`config.mk`:
```
export PLATFORM = sky130hd
export DESIGN_NAME = prim_device_arbiter
export DESIGN_NICKNAME = d
export VERILOG_FILES = /design/src/rtl/prim_device_arbiter.sv
export SDC_FILE = /design/constraint.sdc
export NUM_CORES = 1
export LEC_CHECK = 0
export ABC_AREA = 1
export CAP_MARGIN = 0
export CORE_MARGIN = 2
export CORE_UTILIZATION = 45
export CTS_CLUSTER_DIAMETER = 40
export DETAILED_ROUTE_END_ITERATION = 12
export DONT_BUFFER_PORTS = 1
export PLACE_DENSITY = 0.68
export SLEW_MARGIN = 10
export SYNTH_ARGS = -nofsm -noshare
export SYNTH_HDL_FRONTEND = slang
export SYNTH_SLANG_ARGS = --single-unit
```
`constraint.sdc`:
```
create_clock -name clk -period 3.78 [get_ports clk]
set_input_delay 0.756 -clock clk [delete_from_list [all_inputs] [get_ports clk]]
set_output_delay 0.756 -clock clk [all_outputs]
set_load 0.05 [all_outputs]
```
`src/rtl/prim_device_arbiter.sv`:
```
// prim_device_arbiter: round-robin arbiter/sequencer sharing one primitive_device between N_REQ requesters.
// Ports:
//   clk, rst            clock; asynchronous active-low reset
//   req_i, sw_i         per-requester request level and switch code (slice i at [i*SW_W +: SW_W])
//   resp_valid_o        one-hot single-cycle completion strobe to the served requester
//   resp_data_o         captured device result (0 after a timeout)
//   resp_err_o          high with resp_valid_o when the job was aborted by the watchdog
//   dev_en_o, dev_sw_o  enable and latched switch code to the device
//   dev_done_i          done level from the device
//   dev_result_i        result from the device
//   busy_o              high whenever the sequencer is not idle
module prim_device_arbiter #(
    parameter int N_REQ   = 4,
    parameter int SW_W    = 3,
    parameter int DATA_W  = 32,
    parameter int TIMEOUT = 1024
) (
    input  logic                  clk,
    input  logic                  rst,
    input  logic [N_REQ-1:0]      req_i,
    input  logic [N_REQ*SW_W-1:0] sw_i,
    output logic [N_REQ-1:0]      resp_valid_o,
    output logic [DATA_W-1:0]     resp_data_o,
    output logic                  resp_err_o,
    output logic                  dev_en_o,
    output logic [SW_W-1:0]       dev_sw_o,
    input  logic                  dev_done_i,
    input  logic [DATA_W-1:0]     dev_result_i,
    output logic                  busy_o
);
    localparam int IW = $clog2(N_REQ);
    localparam int CW = (TIMEOUT > 1) ? $clog2(TIMEOUT) : 1;

    typedef enum logic [1:0] {IDLE, RUN, RESP, DRAIN} state_t;

    state_t            state_q, state_d;
    logic [IW-1:0]     ptr_q, ptr_d;
    logic [IW-1:0]     win_q, win_d;
    logic [SW_W-1:0]   sw_q, sw_d;
    logic [CW-1:0]     cnt_q, cnt_d;
    logic [DATA_W-1:0] data_q, data_d;
    logic              err_q, err_d;
    logic [IW-1:0]     pick, cand;
    logic              found;

    // Cyclic search starting just after the last winner.
    always_comb begin
        pick  = ptr_q;
        cand  = '0;
        found = 1'b0;
        for (int k = 1; k <= N_REQ; k++) begin
            cand = IW'((int'(ptr_q) + k) % N_REQ);
            if (!found && req_i[cand]) begin
                found = 1'b1;
                pick  = cand;
            end
        end
    end

    always_comb begin
        state_d = state_q;
        ptr_d   = ptr_q;
        win_d   = win_q;
        sw_d    = sw_q;
        cnt_d   = '0;
        data_d  = data_q;
        err_d   = err_q;
        case (state_q)
            IDLE: if (found) begin
                win_d   = pick;
                ptr_d   = pick;
                sw_d    = sw_i[int'(pick)*SW_W +: SW_W];
                state_d = RUN;
            end
            RUN: begin
                cnt_d = cnt_q + 1'b1;
                // Done has priority over a watchdog expiry on the same edge.
                if (dev_done_i) begin
                    data_d  = dev_result_i;
                    err_d   = 1'b0;
                    state_d = RESP;
                end else if (TIMEOUT != 0 && cnt_q == CW'(TIMEOUT - 1)) begin
                    data_d  = '0;
                    err_d   = 1'b1;
                    state_d = RESP;
                end
            end
            RESP:    state_d = DRAIN;
            DRAIN:   state_d = dev_done_i ? DRAIN : IDLE;
            default: state_d = IDLE;
        endcase
    end

    always_ff @(posedge clk or negedge rst) begin
        if (!rst) begin
            state_q <= IDLE;
            ptr_q   <= IW'(N_REQ - 1);
            win_q   <= '0;
            sw_q    <= '0;
            cnt_q   <= '0;
            data_q  <= '0;
            err_q   <= 1'b0;
        end else begin
            state_q <= state_d;
            ptr_q   <= ptr_d;
            win_q   <= win_d;
            sw_q    <= sw_d;
            cnt_q   <= cnt_d;
            data_q  <= data_d;
            err_q   <= err_d;
        end
    end

    assign dev_en_o     = (state_q == RUN);
    assign busy_o       = (state_q != IDLE);
    assign dev_sw_o     = sw_q;
    assign resp_data_o  = data_q;
    assign resp_err_o   = (state_q == RESP) && err_q;
    assign resp_valid_o = (state_q == RESP) ? N_REQ'(1) << win_q : '0;
endmodule
```
==> metrics.txt, run 1 <==
worst-path maximum fanout=5; largest net degree at the start of global routing=53; average cell area after synthesis=7.730 sq um; max_cap viols=0; dominant synthesized flop cell=dfrtp_1; CP Capture Type=primary output; die area=a little over 0.006 sq mm; Peak Freq=0.4167 GHz; core region area=around 0.0055 sq mm; Power, Total=0.003041 W; fillers=542; number of synthesized register bits=52; vias per std cell=5.020; VDD IR max=0.0005300 V; fin nets=382; Post-Synthesis Cells=roughly 330; ANT cells=0; TNS Setup=0 ps; Post-CTS Setup Inserts=0; fin crit period=2400 ps; drt pass-1 iters=4; Worst setup SP type=register; Buf/Inv on CP=1; sequential fraction of the synthesis area=51.74%; Post-DRT Antenna Nets=0; number of hold buffers added after CTS=0; Synth Cell Area=approximately 0.0025 sq mm; CTS HTree Levels=2; CP delay by family, top=simple AND/OR/NAND/NOR gates; Async S/R FF share, synth=100.0%; Resize count post-CTS=0; io pins=93; worst hold margin=139.5 ps; Least-Margin Pin Slew=~900 ps; Die X-Extent=78.83 microns; Crit path largest cell delay=710 ps; Vias=2023; type of the worst setup path=reg -> out; final worst-path cycle share=63.49%; Root Driver=clkbuf_8; first-pass GRT wire length=8.169 mm; RSZ-0062 raised after global routing=false; GP Congestion=0.7365; TritonCTS clock tree=done; drt total wl=5.130 mm; GRT Util Overall=between 15 and 20%; Worst EP required=3020 ps; cells along the critical path=inv_1, nand2_1, nor2_1; Final setup viols=0; Final Non-Filler Cells=403; row count=27; share of cells above drive strength 1=about an eighth; Port Buf Inserts=0; total global routing overflow=0; Power Density=between 1000 and 1500 mW/mm^2; Starting Density=46.04%; Die Ht=78.83 microns; leakage power=1.461 nW; placed cells=395; Clock Tree Buf Depth=2; remaining routing DRC violations=0; dpl hpwl=3.777 mm; Fin. Hold Viols=0; clock tree sinks=52; initial antenna violation count=0; Synth warnings=0; Post-Syn Nets=378; number of global-route vias before repair=roughly 1800; Relative slew margins=39.78%; Layout area overhead=8.242%; number of flops mapped to enable cells by yosys=0; Routed WL per cell=12.73 microns; clock latency on the worst-skew pair=300 ps; clock skew=~6.1 ps; Worst Path Arrival=between 1500 and 2000 ps; TritonCTS Buffers=5; type of the most critical hold path=in -> async; DR iter-0 viols=102; slowest CP cell=nor2_1; count of cell types in the netlist=29; outcome=complete, no violations; clock slew at reported path FFs=90 ps; max-slew violations=0
## registers in the layout (all words and copies together) (netlist names)
register,flops
win_q,2
state_q,2
dev_sw_o,3
err_q,1
ptr_q,2
cnt_q,10
resp_data_o,32
## cell families (layout without fill, tap and decap cells)
kind of cell,after synthesis,after routing,synth area share [%]
buf+inv,37,42,6.356
simple gates,212,212,36.15
flops,52,52,51.74
fa+ha+maj,1,1,0.4964
compound gates,24,24,5.264
## worst register-to-register path: stages (launching register included)
cell     delay (ps)
dfrtp_1         380
ha_1            180
nand2_1          70
inv_2            60
nand2_2          60
nor2_2          100
nand2_1          70
nor2_2          120
nand3_1         120
o21ai_2         170
nand2_2         390
nand2_1         210
nand2_1          70
## per-layer routing
layer | vias up | global-route usage [%] | wire length [microns]
met5 | - | 0 | 0
met4 | 0 | 5.172 | 62
met3 | 5 | 5.909 | 374
met2 | 61 | 28.97 | 2466
met1 | 935 | 19.55 | 2227
li1 | 1022 | - | -
## stage by stage
step           util (%)  setup WS (ps)  instance area (sq um)
5_1_grt           49.84           1306                   2728
2_1_floorplan         -           1400                   2520
6_report          49.84           1380                   2728
3_5_place_dp      47.53           1664                   2601
4_1_cts           49.84           1358                   2728
3_3_place_gp      47.53           1729                   2601
## area by class of cell
type | instances | area, sq um | share of cell area (%)
Inverter | 29 | 111.4 | 4.083
Timing Repair Buffer | 5 | 37.54 | 1.376
Tap cell | 72 | 90.09 | 3.303
Clock buffer | 7 | 96.34 | 3.532
Multi-Input combinational cell | 237 | 1059 | 38.81
Clock inverter | 1 | 30.03 | 1.101
Sequential cell | 52 | 1304 | 47.80
## layout by cell type, fill, tap and decap left out, types with 7 or more instances in the layout
cell type    n
nand2_2     11
nor3_1       8
nand3_1     23
clkbuf_8     7
nor2_1       7
inv_1       23
nand2_1    150
a21oi_1     10
dfrtp_1     50
## worst paths after layout
path / from / to / slack (ps) / cells after the start
max in group asynchronous: rst / ptr_q[1] / 3450 / 0
worst max register to register: cnt_q[0] / resp_data_o[28] / 1680 / 12
worst min-delay path: rst / resp_data_o[12] / 140 / 0
worst min register to register: cnt_q[0] / cnt_q[0] / 470 / 1
min in group clk: cnt_q[0] / cnt_q[0] / 470 / 1
worst max-delay path: state_q[0] / resp_err_o / 1380 / 3
## where the power goes
| part | switching [W] | internal, W |
|---|---|---|
| Combinational | 0.000712 | 0.000326 |
| Sequential | 0.000814 | 0.000782 |
| Clock | 0.000173 | 0.000234 |
| Total | 0.00170 | 0.00134 |
## Yosys cell counts (2+ instances only)
| cell | number | area share [%] |
|---|---|---|
| a21oi_1 | 10 | 2.0 |
| buf_2 | 6 | 1.2 |
| dfrtp_1 | 50 | 50 |
| dfstp_2 | 2 | 2.1 |
| inv_1 | 23 | 3.4 |
| inv_2 | 5 | 0.74 |
| nand2_1 | 150 | 22 |
| nand2_2 | 11 | 2.7 |
| nand2_4 | 2 | 0.89 |
| nand3_1 | 23 | 4.6 |
| nand3_2 | 2 | 0.79 |
| nor2_1 | 8 | 1.2 |
| nor2_2 | 4 | 0.99 |
| nor3_1 | 8 | 1.6 |
| o21ai_0 | 4 | 0.79 |
| o21ai_1 | 5 | 0.99 |
No activity file was read; power rests on OpenSTA's default activity.
==> run 2, diff against run 1 <==
--- a/config.mk
+++ b/config.mk
@@ -12,7 +12,7 @@
 export CTS_CLUSTER_DIAMETER = 40
 export DETAILED_ROUTE_END_ITERATION = 12
 export DONT_BUFFER_PORTS = 1
-export PLACE_DENSITY = 0.68
+export PLACE_DENSITY = 0.7
 export SLEW_MARGIN = 10
 export SYNTH_ARGS = -nofsm -noshare
 export SYNTH_HDL_FRONTEND = slang
==> constraint.sdc (replaced) <==
create_clock -name clk -period 2.1 [get_ports clk]
set_input_delay 0.42 -clock clk [delete_from_list [all_inputs] [get_ports clk]]
set_output_delay 0.42 -clock clk [all_outputs]
set_load 0.05 [all_outputs]
==> metrics.txt, run 2 (synthesis gave the netlist of run 1 again) <==
io pins=93 (unchanged); type of the most critical hold path=in -> reg (was in -> async); Crit path largest cell delay=600 ps (was 710 ps); fillers=538 (was 542); largest net degree at the start of global routing=53 (unchanged); GP Congestion=0.8125 (was 0.7365); Post-DRT Antenna Nets=0 (unchanged); row count=27 (unchanged); Die X-Extent=78.83 microns (unchanged); fin nets=390 (was 382); slowest CP cell=dfstp_2 (was nor2_1); Layout area overhead=10.92% (was 8.242%); dpl hpwl=3.924 mm (was 3.777 mm); Power Density=1955 mW/mm^2 (was 1115 mW/mm^2); Worst EP required=2350 ps (was 3020 ps); share of cells above drive strength 1=15.93% (was 12.99%); outcome=complete, no violations (unchanged); clock latency on the worst-skew pair=310 ps (was 300 ps); GRT Util Overall=17.51% (was 16.74%); core region area=0.005473 sq mm (unchanged); RSZ-0062 raised after global routing=false (unchanged); clock tree sinks=52 (unchanged); VDD IR max=0.001215 V (was 0.0005300 V); most common cell after layout, fill and taps aside=nand2_1 (unchanged); initial antenna violation count=0 (unchanged); Least-Margin Pin Slew=511.7 ps (was 899.9 ps); Peak Freq=0.5331 GHz; vias per std cell=4.971 (was 5.020); Relative slew margins=65.89% (was 39.78%); worst hold margin=218.0 ps (was 139.5 ps); Largest register FFs=32 (unchanged); Starting Density=46.04% (unchanged); remaining routing DRC violations=0 (unchanged); Worst setup SP type=register (unchanged); highest metal used=met4 (unchanged); max-slew violations=0 (unchanged); wire length on met3=475 microns (was 374 microns); ANT cells=0 (unchanged); Final setup viols=0 (unchanged); Worst Path Arrival=2120 ps (was 1640 ps); clock skew=8.374 ps (was 6.132 ps); first-pass GRT wire length=8.542 mm (was 8.169 mm); CP Capture Type=register (was primary output); drt total wl=5.330 mm (was 5.130 mm); leakage power=1.496 nW (was 1.461 nW); WL met2=2.559 mm (was 2.466 mm); cells along the critical path=buf_4, nand2_1, nand2_1, nand2_1, nand2_2, nand2_2, nand2_1, nand2_2, nand2_2, nand2_1, nand2_1, nand2_1, nand2_1, nand2_1, nand2_1 (was inv_1, nand2_1, nor2_1); clock slew at reported path FFs=100 ps (was 90 ps); final worst-path cycle share=between 80% and 90%; total global routing overflow=0 (unchanged); number of global-route vias before repair=1874 (was 1832); Fin. Hold Viols=0 (unchanged); drt pass-1 iters=4 (unchanged); DR iter-0 viols=82 (was 102); fin crit period=1876 ps; Vias=2043 (was 2023); Most common cell on crit path=nand2_1; TritonCTS clock tree=done (unchanged); type of the worst setup path=reg -> reg (was reg -> out); Clock Tree Buf Depth=2 (unchanged); Root Driver=clkbuf_8 (unchanged); worst-path maximum fanout=8 (was 5); Port Buf Inserts=0 (unchanged); Die Ht=78.83 microns (unchanged); Routed WL per cell=12.97 microns (was 12.73 microns); most frequent cells in the layout=nand2_1 (150), dfrtp_1 (50), inv_1 (23), nand3_1 (23) (was nand2_1 (150), dfrtp_1 (50), inv_1 (23), nand3_1 (23), nand2_2 (11)); TritonCTS Buffers=5 (unchanged); die area=0.006214 sq mm (unchanged); M1 WL=2.246 mm (was 2.227 mm); CTS HTree Levels=2 (unchanged); TNS Setup=0 ps (unchanged); Final Core Density=51.07% (was 49.84%); max_cap viols=0 (unchanged)
==> run 2: cell count changes in the layout (fill, tap and decap cells not counted), sizes merged <==
cell	previous run	this run
buf	5	12
bufinv	1	0
clkbuf	7	5
clkinv	0	2
dlygate4sd3	0	1
inv	29	30
==> run 2: worst max-delay path: cells and delay by family (launching register included) <==
kind	cells	cell delay, ps
buffers and inverters	1	170
DFF	1	600
and+or+nand+nor	14	1050
==> run 2: cell type report <==
cell class	count	area, sq um	share of cell area (%)
flip-flops and latches	52	1304	46.64
multi-input cells	237	1079	38.59
repair buffers	13	120.1	4.297
inverters	29	111.4	3.984
well taps	72	90.09	3.223
clock buffers	5	68.82	2.462
clock inverters	3	22.52	0.8057
==> run 2: where the power goes <==
part	switching, W	total, W	internal, W
Sequential	0.00146	0.00287	0.00141
Clock	0.000339	0.000578	0.000239
Combinational	0.00137	0.00202	0.000650
==> run 2: worst paths after layout <==
kind | from | endpoint | slack [ps] | depth (start not counted)
worst max register to register | ptr_q[0] | dev_sw_o[0] | 220 | 15
max in group asynchronous | rst | ptr_q[1] | 1210 | 2
worst max-delay path | ptr_q[0] | dev_sw_o[0] | 220 | 15
min in group asynchronous | rst | resp_data_o[14] | 600 | 2
worst min-delay path | dev_result_i[1] | resp_data_o[1] | 220 | 2
worst min register to register | cnt_q[0] | cnt_q[0] | 480 | 1
==> run 2: metal layers <==
| layer | vias to the layer above | GRT usage [%] |
|---|---|---|
| li1 | 1040 | - |
| met1 | 923 | 21.38 |
| met3 | 6 | 6.818 |
| met5 | - | 0 |
| met4 | 0 | 5.172 |
| met2 | 74 | 28.89 |
==> run 2: stage by stage <==
step / setup WS (ps) / cells / area (sq um) / total power [W]
after CTS: 221.6 / 411 / 2795 / 0.005506
after floorplan: 56.30 / 326 / 2520 / 0.004415
after global placement: 280.1 / 401 / 2666 / 0.004831
final: 224.2 / 411 / 2795 / 0.005463
after detailed placement: 242.6 / 401 / 2666 / 0.004900
after global routing: 20.54 / 411 / 2795 / 0.005882
==> run 2: repair_timing <==
item / in CTS / in global routing
buffers inserted: 0 / 0
endpoints found under the hold margin: 52 / 0
hold buffers: 2 / 0
resized for setup: 0 / 0
==> run 3, diff against run 2 <==
--- a/config.mk
+++ b/config.mk
@@ -7,7 +7,6 @@
 export LEC_CHECK = 0
 export ABC_AREA = 1
 export CAP_MARGIN = 0
-export CORE_MARGIN = 2
 export CORE_UTILIZATION = 45
 export CTS_CLUSTER_DIAMETER = 40
 export DETAILED_ROUTE_END_ITERATION = 12
==> metrics.txt, run 3 (synthesis gave the netlist of run 1 again) <==
RSZ-0062 raised after global routing=false (unchanged); Final setup viols=0 (unchanged); initial antenna violation count=0 (unchanged); fin crit period=1886 ps (was 1876 ps); largest net degree at the start of global routing=53 (unchanged); met1 usage=23.08% (was 21.38%); Layout area overhead=12.51% (was 10.92%); die area=0.005903 sq mm (was 0.006214 sq mm); drt pass-1 iters=4 (unchanged); Starting Density=48.11% (was 46.04%); DP Area=0.002649 sq mm (was 0.002666 sq mm); Die Ht=76.83 microns (was 78.83 microns); row count=26 (was 27); fin nets=391 (was 390); worst-path maximum fanout=11 (was 8); clock skew=11.10 ps (was 8.374 ps); Final Non-Filler Cells=410 (was 411); GRT Util Overall=18.42% (was 17.51%); core region area=0.005238 sq mm (was 0.005473 sq mm); fillers=499 (was 538); VDD IR max=0.001024 V (was 0.001215 V); placed cells=398 (was 401); DR iter-0 viols=131 (was 82); share of cells above drive strength 1=15.00% (was 15.93%); first-pass GRT wire length=8.645 mm (was 8.542 mm); Least-Margin Pin Slew=508.4 ps (was 511.7 ps); Relative slew margins=66.11% (was 65.89%); GP Congestion=0.7711 (was 0.8125); TritonCTS clock tree=done (unchanged); CP Capture Type=register (unchanged); met2 Resource Use GR=30.54% (was 28.89%); outcome=complete, no violations (unchanged); Clock Tree Buf Depth=2 (unchanged); slowest CP cell=dfstp_2 (unchanged); leakage power=1.521 nW (was 1.496 nW); dpl hpwl=3.811 mm (was 3.924 mm); Largest register FFs=32 (unchanged); Most common cell on crit path=nand2_1 (unchanged); drt total wl=5.153 mm (was 5.330 mm); most common cell after layout, fill and taps aside=nand2_1 (unchanged); crit path launch=ptr_q[0] (unchanged); Power Density=1970 mW/mm^2 (was 1955 mW/mm^2); remaining routing DRC violations=0 (unchanged); GR peak layer=met2 (unchanged); fin area=0.002835 sq mm (was 0.002795 sq mm); final worst-path cycle share=89.82% (was 89.32%); max-slew violations=0 (unchanged); hold path startpoint=dev_result_i[15] (was dev_result_i[1]); clock slew at reported path FFs=100 ps (about the same); Worst setup SP type=register (unchanged); Worst Path Arrival=2070 ps (was 2120 ps); Post-DRT Antenna Nets=0 (unchanged); Vias=2027 (was 2043); max_cap viols=0 (unchanged); Peak Freq=0.5301 GHz (was 0.5331 GHz); Routed WL per cell=12.57 microns (was 12.97 microns); cells along the critical path=inv_2, nand2_1, nand2_1, nand2_2, nand2_4, nor2_2, nand4_1, nand2_1, inv_2, nand2_1, o21ai_1 (was buf_4, nand2_1, nand2_1, nand2_1, nand2_2, nand2_2, nand2_1, nand2_2, nand2_2, nand2_1, nand2_1, nand2_1, nand2_1, nand2_1, nand2_1); Root Driver=clkbuf_8 (unchanged); type of the worst setup path=reg -> reg (unchanged); number of global-route vias before repair=2005 (was 1874); vias per std cell=4.944 (was 4.971); TritonCTS Buffers=5 (unchanged); most frequent cells in the layout=nand2_1 (150), dfrtp_1 (50), inv_1 (23), nand3_1 (23) (unchanged); io pins=93 (unchanged); worst hold margin=227.6 ps (was 218.0 ps); met3 Use GR=6.071% (was 6.818%); Worst EP required=2280 ps (was 2350 ps); Port Buf Inserts=0 (unchanged); ANT cells=0 (unchanged); Fin. Hold Viols=0 (unchanged); TNS Setup=0 ps (unchanged); clock tree sinks=52 (unchanged); worst r2r src=ptr_q[0] (unchanged); Final Core Density=54.13% (was 51.07%); Die X-Extent=76.83 microns (was 78.83 microns); Crit path largest cell delay=600 ps (about the same); clock latency on the worst-skew pair=300 ps (was 310 ps); CTS HTree Levels=2 (unchanged); total global routing overflow=0 (unchanged); type of the most critical hold path=in -> reg (unchanged)
[run 3: layout make-up]
type / instances / area, sq um / area share, %
Clock inverter: 2 / 38.79 / 1.368
Multi-Input combinational cell: 237 / 1064 / 37.51
Sequential cell: 52 / 1304 / 45.98
Timing Repair Buffer: 14 / 147.6 / 5.207
Clock buffer: 6 / 82.58 / 2.913
Tap cell: 70 / 87.58 / 3.089
Inverter: 29 / 111.4 / 3.928
[run 3: through the flow]
| step | total power, W | setup slack, ps |
|---|---|---|
| 2_1_floorplan | 0.004415 | 56.30 |
| 3_3_place_gp | 0.004801 | 245.3 |
| 3_5_place_dp | 0.004854 | 167.4 |
| 4_1_cts | 0.005597 | 156.8 |
| 5_1_grt | 0.006008 | 14.12 |
| 6_report | 0.005584 | 213.7 |
[run 3: where the power goes]
| group | switching [W] | total [W] | internal [W] | leakage [nW] |
|---|---|---|---|---|
| registers | 0.00145 | 0.00285 | 0.00141 | 0.654 |
| logic | 0.00135 | 0.00203 | 0.000673 | 0.807 |
| clock network | 0.000315 | 0.000705 | 0.000390 | 0.0614 |
[run 3: layer usage]
metal	vias up	share of wire [%]
li1	1041	-
met1	910	44
met2	71	48
met3	5	7.2
met4	0	1.0
met5	-	0
[run 3: path summary, 6_finish.rpt]
check                           depth (start not counted)              end  slack (ps)
min in group asynchronous                               2  resp_data_o[11]         660
worst min-delay path                                    2  resp_data_o[15]         230
worst max-delay path                                   11         win_q[1]         210
worst max register to register                         11         win_q[1]         210
worst min register to register                          2            err_q         550
max in group asynchronous                               2         ptr_q[1]        1170
[run 3: worst max-delay path: cells and delay by family (launching register included)]
| kind | cells | cell delay, ps |
|---|---|---|
| AO/OA/AOI/OAI | 1 | 70 |
| flip-flops | 1 | 600 |
| buffers and inverters | 2 | 220 |
| AND/OR/NAND/NOR | 8 | 870 |
[run 3: timing repair]
item / in CTS / in global routing
resized for setup: 0 / 3
hold buffers: 2 / 0
setup endpoints to repair: 0 / 19
buffers inserted: 0 / 2
hold endpoints to repair: 52 / 0
